[config.mk]
export PLATFORM = sky130hd
export DESIGN_NAME = write_back_sequencer
export DESIGN_NICKNAME = d
export VERILOG_FILES = /design/src/rtl/write_back_sequencer.sv
export SDC_FILE = /design/constraint.sdc
export NUM_CORES = 1
export LEC_CHECK = 0
export CORE_ASPECT_RATIO = 1.5
export CORE_MARGIN = 4
export CORE_UTILIZATION = 49
export DETAILED_ROUTE_END_ITERATION = 8
export PLACE_DENSITY_LB_ADDON = 0.25
export SLEW_MARGIN = 20
export SYNTH_ARGS = -nofsm -noshare
export SYNTH_HDL_FRONTEND = slang
export SYNTH_SLANG_ARGS = --single-unit
[constraint.sdc]
create_clock -name clk -period 1.7 [get_ports clk]
set_clock_uncertainty 0.05 [all_clocks]
set_input_delay 0.255 -clock clk [delete_from_list [all_inputs] [get_ports clk]]
set_output_delay 0.255 -clock clk [all_outputs]
set_load 0.01 [all_outputs]
[src/rtl/write_back_sequencer.sv]
// Write-back sequencer: steps one instruction's register write-back through
// an optional memory wait, one or two register-file writes, and a done pulse.
module write_back_sequencer #(
  parameter int unsigned MEM_TIMEOUT = 15
) (
  input  logic       clk,
  input  logic       reset,
  input  logic       start,
  input  logic [2:0] wb_class,
  input  logic       mem_ready,
  output logic [1:0] WriteRegCtrl,
  output logic [1:0] WbSrcSel,
  output logic       RegWrite,
  output logic       busy,
  output logic       done,
  output logic       error
);

  localparam int unsigned CLS_W = 3;
  localparam int unsigned CNT_W = 8;

  localparam logic [CLS_W-1:0] CLS_NONE  = CLS_W'(0);
  localparam logic [CLS_W-1:0] CLS_RTYPE = CLS_W'(1);
  localparam logic [CLS_W-1:0] CLS_ITYPE = CLS_W'(2);
  localparam logic [CLS_W-1:0] CLS_LINK  = CLS_W'(3);
  localparam logic [CLS_W-1:0] CLS_LOAD  = CLS_W'(4);
  localparam logic [CLS_W-1:0] CLS_POP   = CLS_W'(5);
  localparam logic [CLS_W-1:0] CLS_PUSH  = CLS_W'(6);
  localparam logic [CLS_W-1:0] CLS_RSVD  = CLS_W'(7);

  localparam logic [CNT_W-1:0] CNT_LAST = CNT_W'(MEM_TIMEOUT - 1);

  typedef enum logic [2:0] {
    S_IDLE,
    S_WAIT_MEM,
    S_WRITE1,
    S_WRITE2,
    S_DONE
  } state_e;

  state_e           state_q, state_d;
  logic [CLS_W-1:0] cls_q, cls_d;
  logic [CNT_W-1:0] cnt_q, cnt_d;
  logic             abort_q, abort_d;

  logic [1:0] wr_ctrl_d, wb_src_d;
  logic       reg_write_d, busy_d, done_d, error_d;

  // Next-state logic; outputs are decoded from the next state so they register as Moore outputs
  always_comb begin
    state_d = state_q;
    cls_d   = cls_q;
    cnt_d   = cnt_q;
    abort_d = abort_q;

    case (state_q)
      S_IDLE: begin
        abort_d = 1'b0;
        if (start) begin
          cls_d = wb_class;
          cnt_d = '0;
          case (wb_class)
            CLS_NONE, CLS_RSVD: state_d = S_DONE;
            CLS_LOAD, CLS_POP:  state_d = S_WAIT_MEM;
            default:            state_d = S_WRITE1;
          endcase
        end
      end
      S_WAIT_MEM: begin
        if (mem_ready) begin
          state_d = S_WRITE1;
        end else if (cnt_q == CNT_LAST) begin
          state_d = S_DONE;
          abort_d = 1'b1;
        end else begin
          cnt_d = cnt_q + CNT_W'(1);
        end
      end
      S_WRITE1: state_d = (cls_q == CLS_POP) ? S_WRITE2 : S_DONE;
      S_WRITE2: state_d = S_DONE;
      S_DONE:   state_d = S_IDLE;
      default:  state_d = S_IDLE;
    endcase

    wr_ctrl_d   = 2'd0;
    wb_src_d    = 2'd0;
    reg_write_d = 1'b0;
    busy_d      = 1'b0;
    done_d      = 1'b0;
    error_d     = 1'b0;

    case (state_d)
      S_WAIT_MEM: busy_d = 1'b1;
      S_WRITE1: begin
        busy_d      = 1'b1;
        reg_write_d = 1'b1;
        case (cls_d)
          CLS_RTYPE: begin wr_ctrl_d = 2'd0; wb_src_d = 2'd0; end
          CLS_ITYPE: begin wr_ctrl_d = 2'd3; wb_src_d = 2'd0; end
          CLS_LINK:  begin wr_ctrl_d = 2'd2; wb_src_d = 2'd2; end
          CLS_LOAD,
          CLS_POP:   begin wr_ctrl_d = 2'd3; wb_src_d = 2'd1; end
          CLS_PUSH:  begin wr_ctrl_d = 2'd1; wb_src_d = 2'd3; end
          default:   begin wr_ctrl_d = 2'd0; wb_src_d = 2'd0; end
        endcase
      end
      S_WRITE2: begin
        busy_d      = 1'b1;
        reg_write_d = 1'b1;
        wr_ctrl_d   = 2'd1;
        wb_src_d    = 2'd3;
      end
      S_DONE: begin
        done_d  = 1'b1;
        error_d = (cls_d == CLS_RSVD) || abort_d;
      end
      default: ;
    endcase
  end

  always_ff @(posedge clk or negedge reset) begin
    if (!reset) begin
      state_q      <= S_IDLE;
      cls_q        <= '0;
      cnt_q        <= '0;
      abort_q      <= 1'b0;
      WriteRegCtrl <= 2'd0;
      WbSrcSel     <= 2'd0;
      RegWrite     <= 1'b0;
      busy         <= 1'b0;
      done         <= 1'b0;
      error        <= 1'b0;
    end else begin
      state_q      <= state_d;
      cls_q        <= cls_d;
      cnt_q        <= cnt_d;
      abort_q      <= abort_d;
      WriteRegCtrl <= wr_ctrl_d;
      WbSrcSel     <= wb_src_d;
      RegWrite     <= reg_write_d;
      busy         <= busy_d;
      done         <= done_d;
      error        <= error_d;
    end
  end

endmodule

==> results.cfg, run 1 <==
[run_status]
status = complete, but fails checks
violations = negative setup slack

[floorplan]
fp.dieH_um = 70.3
design.core.area_um2 = 2450
row_count = 22
die_area_um2 = 3480
die_w_um = 49.5
initial_core_util = 0.517
io_pins = 15

[setup_path]
worstSetupStartpointType = register
required_ps = 1860
critical_path_class = register to register
rrSetupSlack_ps = -20
worstPathArrival_ps = 1880
crit_path_max_fanout = 6
ff2ff_path_depth = 3
crit_path_end_kind = register
r2r_end = WriteRegCtrl[1]$_DFF_PN0_
reg2reg_from = state_q[1]$_DFF_PN0_

[place]
place_area_um2 = 1590
dp_hpwl_um = 2450
io_buffers = 14
placedCellCount = 180
gp_congestion = 0.867

[routing]
avgRoutedWirePerCell_um = 17.2
postRouteWirelength_um = 3190
via_per_inst = 6.04
drc = 0
routed.top_layer = met4
drt_pass1_iterations = 4
num_vias = 1118
wl_met1_um = 1160
wl_met2_um = 1830
wl_met3_um = 86
drt_iter0_drc = 16
ant_nets = 0

[synth]
async_flop_share = 1.00
yosysMostFrequentCell = dfrtp_1
synth_cell_types = 45
synth_edf_count = 0
syn-mean-instance-area_um2 = 10.4
synth-main-ff-cell = dfrtp_1
yosys-top-cells-area = dfrtp_1 (45%), nand2_1 (4.4%), mux2i_1 (4.0%)
yosysWarnings = 0
syn_inst = 122
netlist_area_um2 = 1270
synth_common_cells = dfrtp_1 (23), nand2_1 (15), inv_1 (8), nor2_1 (6)
ys_seq_area_frac = 0.455
synth_top_cell_by_area = dfrtp_1
synth_top_area_share = 0.455
ys_seq_elements = 23
synth.net_count = 131

[timing]
rsz0062_at_grt = yes
worst_slew_pin_slew_ps = 357
fin_ws_ps = -21.9
fin_crit_sh = 1.01
hold_viol = 0
slew-limit-headroom = 0.761
drv_slew = 0
max_freq_ghz = 0.581
finalCriticalPeriod_ps = 1720
setup_viol = 3

[clocking]
insertion_delay_ps = 310
cts_tree = done
clock-sinks = 23
numCtsBuffers = 3
clkTransAtPathRegs_ps = 130
cts-root-buf = clkbuf_4
cts-htree-levels = 1
clk_path_buf_depth = 2

[cells_and_area]
insertedDiodeCount = 0
stdcell_count = 185
final_area_um2 = 1720
num-fill-cells = 190
drive_gt1_frac = 0.342
layout.nets = 171
syn_to_final_growth_pct = 35.9

[grt]
grt_pass1_wl_um = 5320
overflow = 0
grt_max_degree = 24
grt_pass1_vias = 1169
track_usage = 0.201
antenna_found_initial = 0

[job]
drv_cap = 0

[power_and_ir_drop]
ir_worst_vdd_uv = 893
power.density_nw_per_um2 = 1380
power.leakage_nw = 0.779

[min_path]
hold_path_class = input pin to asynchronous set/reset pin
-- flip-flops by register name (all words and copies together) (netlist names) --
signal        flops
RegWrite          1
WriteRegCtrl      2
WbSrcSel          2
cls_q             3
cnt_q             8
abort_q           1
busy              1
error             1
done              1
state_q           3
-- timing repair --
action / 4_1_cts / 5_1_grt
buffers inserted: 0 / 1
endpoints found under the setup margin: 4 / 14
gates cloned: 0 / 0
pin swaps: 0 / 6
gates resized for setup: 0 / 18
hold buffers: 0 / 0
-- layout make-up --
| type | instances | area (µm²) | area share |
|---|---|---|---|
| Clock buffer | 3 | 22.5 | 0.0131 |
| Timing Repair Buffer | 40 | 343 | 0.199 |
| Tap cell | 24 | 30.0 | 0.0175 |
| Clock inverter | 1 | 5.00 | 0.00291 |
| Multi-Input combinational cell | 85 | 709 | 0.412 |
| Sequential cell | 23 | 577 | 0.335 |
| Inverter | 9 | 33.8 | 0.0196 |
-- cell families after synthesis --
| family | Yosys count | synth area share |
|---|---|---|
| buf+inv | 14 | 0.0563 |
| mux | 5 | 0.0395 |
| flops | 23 | 0.455 |
| simple gates | 49 | 0.235 |
| compound gates | 26 | 0.174 |
| xor+xnor | 3 | 0.0208 |
| fa+ha+maj | 2 | 0.0198 |
-- worst max-delay path, stage by stage (launching register included) --
cell	delay, ps
dfrtp_1	450
or4b_4	600
o311a_4	360
nor3b_2	160
-- cells in the final DEF, fill, tap and decap left out, types with 3 or more instances in the layout --
master,netlist,final
clkdlybuf4s50_1,0,14
nor2_1,6,6
dfrtp_1,23,22
nand2_1,15,15
clkbuf_4,0,3
a21oi_2,1,3
buf_4,1,24
o211ai_1,4,4
nand4_1,3,3
inv_1,8,7
nand3_1,4,4
mux2i_1,5,4
a21oi_1,5,3
-- per-stage QoR --
stage | hold slack, ps | utilization | worst slack [ps] | total power, W | setup TNS [ps]
after CTS | 237 | 0.659 | -14.4 | 0.00224 | -32.5
after global routing | 247 | 0.702 | -57.2 | 0.00253 | -228
final | 233 | 0.702 | -21.9 | 0.00237 | -41.8
after floorplan | -90.6 | - | 34.1 | 0.00148 | 0
after detailed placement | 481 | 0.648 | -262 | 0.00198 | -2680
after global placement | 473 | 0.648 | -239 | 0.00195 | -2390
-- report_power, final --
part           internal [W]  total (W)  leakage, nW  switching (W)
Sequential         0.000695   0.000836        0.307       0.000140
Combinational      0.000671    0.00128        0.455       0.000610
Clock             0.0000878   0.000250       0.0177       0.000163
Total               0.00145    0.00237        0.779       0.000913
-- how the worst max path moves through the flow --
| stage | startpoint | endpoint | slack, ps | cells past startpoint |
|---|---|---|---|---|
| floorplan | state_q[2]$_DFF_PN0_ | WriteRegCtrl[1]$_DFF_PN0_ | 30 | 5 |
| global placement | start | WriteRegCtrl[1]$_DFF_PN0_ | -240 | 4 |
| detailed placement | start | WriteRegCtrl[0]$_DFF_PN0_ | -260 | 4 |
| CTS | cnt_q[0]$_DFFE_PN0P_ | WriteRegCtrl[0]$_DFF_PN0_ | -10 | 6 |
| global route | state_q[2]$_DFF_PN0_ | WriteRegCtrl[1]$_DFF_PN0_ | -60 | 6 |
| finish | state_q[1]$_DFF_PN0_ | WriteRegCtrl[1]$_DFF_PN0_ | -20 | 3 |
-- metal layers --
| layer | vias up | track usage |
|---|---|---|
| li1 | 530 | - |
| met2 | 20 | 0.378 |
| met3 | 8 | 0.0405 |
| met5 | - | 0 |
| met4 | 0 | 0.108 |
| met1 | 560 | 0.199 |
Power figures use the tool's default switching activity.
==> run 2: changes to the inputs <==
- CORE_UTILIZATION: 49 -> 50
- CTS_BUF_LIST: default -> sky130_fd_sc_hd__clkbuf_8
==> results.cfg, run 2 (synthesis results as in run 1) <==
[run_status]
status = complete, but fails checks
violations = negative setup slack

[timing]
finalCriticalPeriod_ps = 1730
rsz0062_at_grt = yes
worst_slew_pin_slew_ps = 389
drv_slew = 0
setup_viol = 2
slew-limit-headroom = 0.737
hold_viol = 0
max_freq_ghz = 0.578
whs_ps = 287
fin_crit_sh = 1.02
fin_ws_ps = -29.6

[place]
gp_congestion = 0.866
io_buffers = 14
dp_hpwl_um = 2480
place_area_um2 = 1600
placedCellCount = 182

[grt]
track_usage = 0.212
antenna_found_initial = 0
grt_pass1_vias = 1196
grt_pass1_wl_um = 5430
grt_max_degree = 24
overflow = 0

[routing]
via_per_inst = 6.11
num_vias = 1143
drc = 0
ant_nets = 0
postRouteWirelength_um = 3360
drt_pass1_iterations = 4
avgRoutedWirePerCell_um = 18.0
drt_iter0_drc = 28

[setup_path]
worstSetupStartpointType = register
ff2ff_path_depth = 3
cp_slowest_stage_delay_ps = 620
cp_slowest_cell = or4b_4
rrSetupSlack_ps = -30
r2r_end = WriteRegCtrl[1]$_DFF_PN0_
path_cells = or4b_4 -> o311a_4 -> nor3b_2
reg2reg_from = state_q[2]$_DFF_PN0_
critPathLaunch = state_q[2]$_DFF_PN0_
required_ps = 1810
worstPathArrival_ps = 1840
crit_path_max_fanout = 6
crit_path_end_kind = register
critical_path_class = register to register

[power_and_ir_drop]
power.leakage_nw = 0.796
ir_worst_vdd_uv = 1090
power.density_nw_per_um2 = 1440

[clocking]
numCtsBuffers = 3
clock-sinks = 23
post_cts_buffers = 0
cts_tree = done
clkTransAtPathRegs_ps = 80
insertion_delay_ps = 270
cts-htree-levels = 1
clk_path_buf_depth = 2
cts-root-buf = clkbuf_8

[cells_and_area]
num-fill-cells = 190
regMostFlops = cnt_q
final_cell_mix = buf_4 (25), dfrtp_1 (21), nand2_1 (14), clkdlybuf4s50_1 (14), inv_1 (9)
insertedDiodeCount = 0
final_common_cell = buf_4
multi_input_area_um2 = 696
final_core_util = 0.712
stdcell_count = 187
largest_reg_flops = 8
syn_to_final_growth_pct = 37.7
drive_gt1_frac = 0.350
layout.nets = 173
top_regs = cnt_q (8), cls_q (3), state_q (3)
final_area_um2 = 1740
register_area_um2 = 578

[floorplan]
io_pins = 15
design.core.area_um2 = 2450
die_w_um = 49.1
fp.dieH_um = 69.6
die_area_um2 = 3420
row_count = 22
initial_core_util = 0.517

[min_path]
hold_path_class = input pin to asynchronous set/reset pin

[job]
drv_cap = 0
[run 2: how the worst max path moves through the flow]
stage                                      to  slack (ps)  cells past startpoint
global placement    WriteRegCtrl[1]$_DFF_PN0_        -270                      6
floorplan           WriteRegCtrl[1]$_DFF_PN0_          30                      5
global route        WriteRegCtrl[1]$_DFF_PN0_         -80                      6
detailed placement  WriteRegCtrl[1]$_DFF_PN0_        -310                      6
CTS                 WriteRegCtrl[1]$_DFF_PN0_           3                      4
finish              WriteRegCtrl[1]$_DFF_PN0_         -30                      3
[run 2: area by class of cell]
cell class                      count  area share
Clock buffer                        3      0.0237
Clock inverter                      1     0.00215
Inverter                            9      0.0194
Multi-Input combinational cell     85       0.399
Sequential cell                    23       0.331
Tap cell                           24      0.0172
Timing Repair Buffer               42       0.207
[run 2: routing by layer]
metal,up-vias,global-route usage,wire length [µm]
met3,8,0.0473,104
met4,0,0.127,111
met5,-,0,0
li1,530,-,-
met1,575,0.206,1190
met2,30,0.393,1950
[run 2: critical path, delay by kind of cell, from the launching register on]
kind	cells	cell delay, ps
AO/OA/AOI/OAI	1	370
AND/OR/NAND/NOR	2	780
flip-flops	1	430
[run 2: power by group]
part           switching [W]  total (W)  internal, W
Sequential          0.000124   0.000823     0.000699
Clock               0.000174   0.000335     0.000162
Combinational       0.000638    0.00134     0.000707
Total               0.000936    0.00250      0.00157
[run 2: repair_timing]
item                                    in CTS  in global routing
endpoints found under the setup margin       6                 13
hold buffers                                 0                  0
gates cloned                                 0                  1
resized for setup                            3                 14
pin swaps                                    0                  5
[run 2: through the flow]
| step | power (W) | setup TNS [ps] | setup slack (ps) |
|---|---|---|---|
| finish | 0.00250 | -32.0 | -29.6 |
| global route | 0.00268 | -422 | -84.0 |
| CTS | 0.00238 | 0 | 2.61 |
| detailed placement | 0.00203 | -3050 | -308 |
| global placement | 0.00199 | -2610 | -268 |
| floorplan | 0.00148 | 0 | 34.1 |
==> run 3: changes to the inputs <==
- CORE_ASPECT_RATIO: 1.5 -> 1.2
==> results.cfg, run 3 (synthesis results as in run 1) <==
[timing]
drv_slew = 0
max_freq_ghz = 0.587
tns_ps = -2.54
rsz0062_at_grt = yes
worst_slew_pin_slew_ps = 441
fin_ws_ps = -2.54
whs_ps = 287
setup_viol = 1
fin_crit_sh = 1.00
finalCriticalPeriod_ps = 1700
slew-limit-headroom = 0.705
hold_viol = 0

[floorplan]
io_pins = 15
die_area_um2 = 3400
row_count = 19
initial_core_util = 0.538
fp.dieH_um = 63.1
design.core.area_um2 = 2350
die_w_um = 53.9

[power_and_ir_drop]
p_seq_frac = 0.337
combPwrFrac = 0.527
power.internal_w = 0.00154
power_switching_w = 0.000884
power.density_nw_per_um2 = 1390
clkPwrFrac = 0.136
p_total_w = 0.00242
power.leakage_nw = 0.789
ir_worst_vdd_uv = 1040
switching_share = 0.365

[clocking]
cts-root-buf = clkbuf_8
ctsHoldBuffers = 0
cts_tree = done
clkTransAtPathRegs_ps = 80
insertion_delay_ps = 260
cts-htree-levels = 1
clk_path_buf_depth = 2
clock-sinks = 23
numCtsBuffers = 3

[place]
pre_cts_slack_ps = -254
placedCellCount = 187
io_buffers = 14
dp_hpwl_um = 2240
gp_congestion = 0.829

[cells_and_area]
regMostFlops = cnt_q
num-fill-cells = 171
insertedDiodeCount = 0
final_cell_mix = buf_4 (25), dfrtp_1 (20), nand2_1 (15), clkdlybuf4s50_1 (14), inv_1 (8)
final_common_cell = buf_4
top_regs = cnt_q (8), cls_q (3), state_q (3)
drive_gt1_frac = 0.346
layout.nets = 172
stdcell_count = 193
syn_to_final_growth_pct = 37.6
largest_reg_flops = 8

[grt]
antenna_found_initial = 0
overflow = 0
track_usage = 0.202
grt_pass1_wl_um = 5040
grt_pass1_vias = 1183
grt_max_degree = 24

[setup_path]
crit_path_end_kind = register
worstPathArrival_ps = 1810
required_ps = 1800
critical_path_class = register to register
reg2reg_from = state_q[1]$_DFF_PN0_
critPathLaunch = state_q[1]$_DFF_PN0_
crit_path_max_fanout = 6
worstSetupStartpointType = register
ff2ff_path_depth = 3

[run_status]
violations = negative setup slack
status = complete, but fails checks

[routing]
drt_iter0_drc = 28
drt_pass1_iterations = 4
num_vias = 1090
drc = 0
avgRoutedWirePerCell_um = 15.8
ant_nets = 0
postRouteWirelength_um = 3060
via_per_inst = 5.65

[job]
drv_cap = 0

[min_path]
hold_path_class = input pin to asynchronous set/reset pin
## run 3: worst paths after layout
path | endpoint | slack, ps
hold reg to reg | abort_q$_DFF_PN0_ | 490
setup / recovery | WriteRegCtrl[1]$_DFF_PN0_ | -3
hold / removal | cnt_q[7]$_DFFE_PN0P_ | 290
setup reg to reg | WriteRegCtrl[1]$_DFF_PN0_ | -3
max in group asynchronous | cnt_q[5]$_DFFE_PN0P_ | 1070
min in group clk | abort_q$_DFF_PN0_ | 490
## run 3: per-stage QoR
step                area [µm²]  utilization
floorplan                 1270            -
global placement          1600        0.678
detailed placement        1600        0.678
CTS                       1650        0.700
global route              1740        0.741
finish                    1740        0.741
## run 3: per-layer routing
metal | vias to the layer above | share of wire | routed length [µm] | global-route usage
li1 | 533 | - | - | -
met1 | 524 | 0.40 | 1230 | 0.226
met2 | 26 | 0.55 | 1680 | 0.348
met3 | 7 | 0.024 | 74 | 0.0283
met4 | 0 | 0.023 | 71 | 0.112
met5 | - | 0 | 0 | 0
## run 3: layout make-up
type	count	area, µm²	share of cell area
repair buffers	41	350	0.201
inverters	9	33.8	0.0194
clock inverters	1	3.75	0.00215
clock buffers	3	41.3	0.0237
well taps	31	38.8	0.0223
flip-flops and latches	23	579	0.332
multi-input cells	85	696	0.399
## run 3: repair_timing
item | 4_1_cts | 5_1_grt
pin swaps | 0 | 6
buffers inserted | 0 | 2
gates resized for setup | 1 | 17
endpoints found under the setup margin | 4 | 9
cloned | 0 | 0
## run 3: worst max-delay path: stages (launching register included)
cell	delay (ps)
dfrtp_1	410
or4b_4	600
o311a_4	370
nor3b_2	160
## run 3: power groups by stage
| stage | logic (W) | registers, W | clock network [W] |
|---|---|---|---|
| after detailed placement | 0.00117 | 0.000809 | 0 |
| after global routing | 0.00139 | 0.000847 | 0.000366 |
| after CTS | 0.00118 | 0.000799 | 0.000343 |
| after global placement | 0.00114 | 0.000800 | 0 |
| final | 0.00128 | 0.000818 | 0.000330 |
| after floorplan | 0.000639 | 0.000845 | 0 |
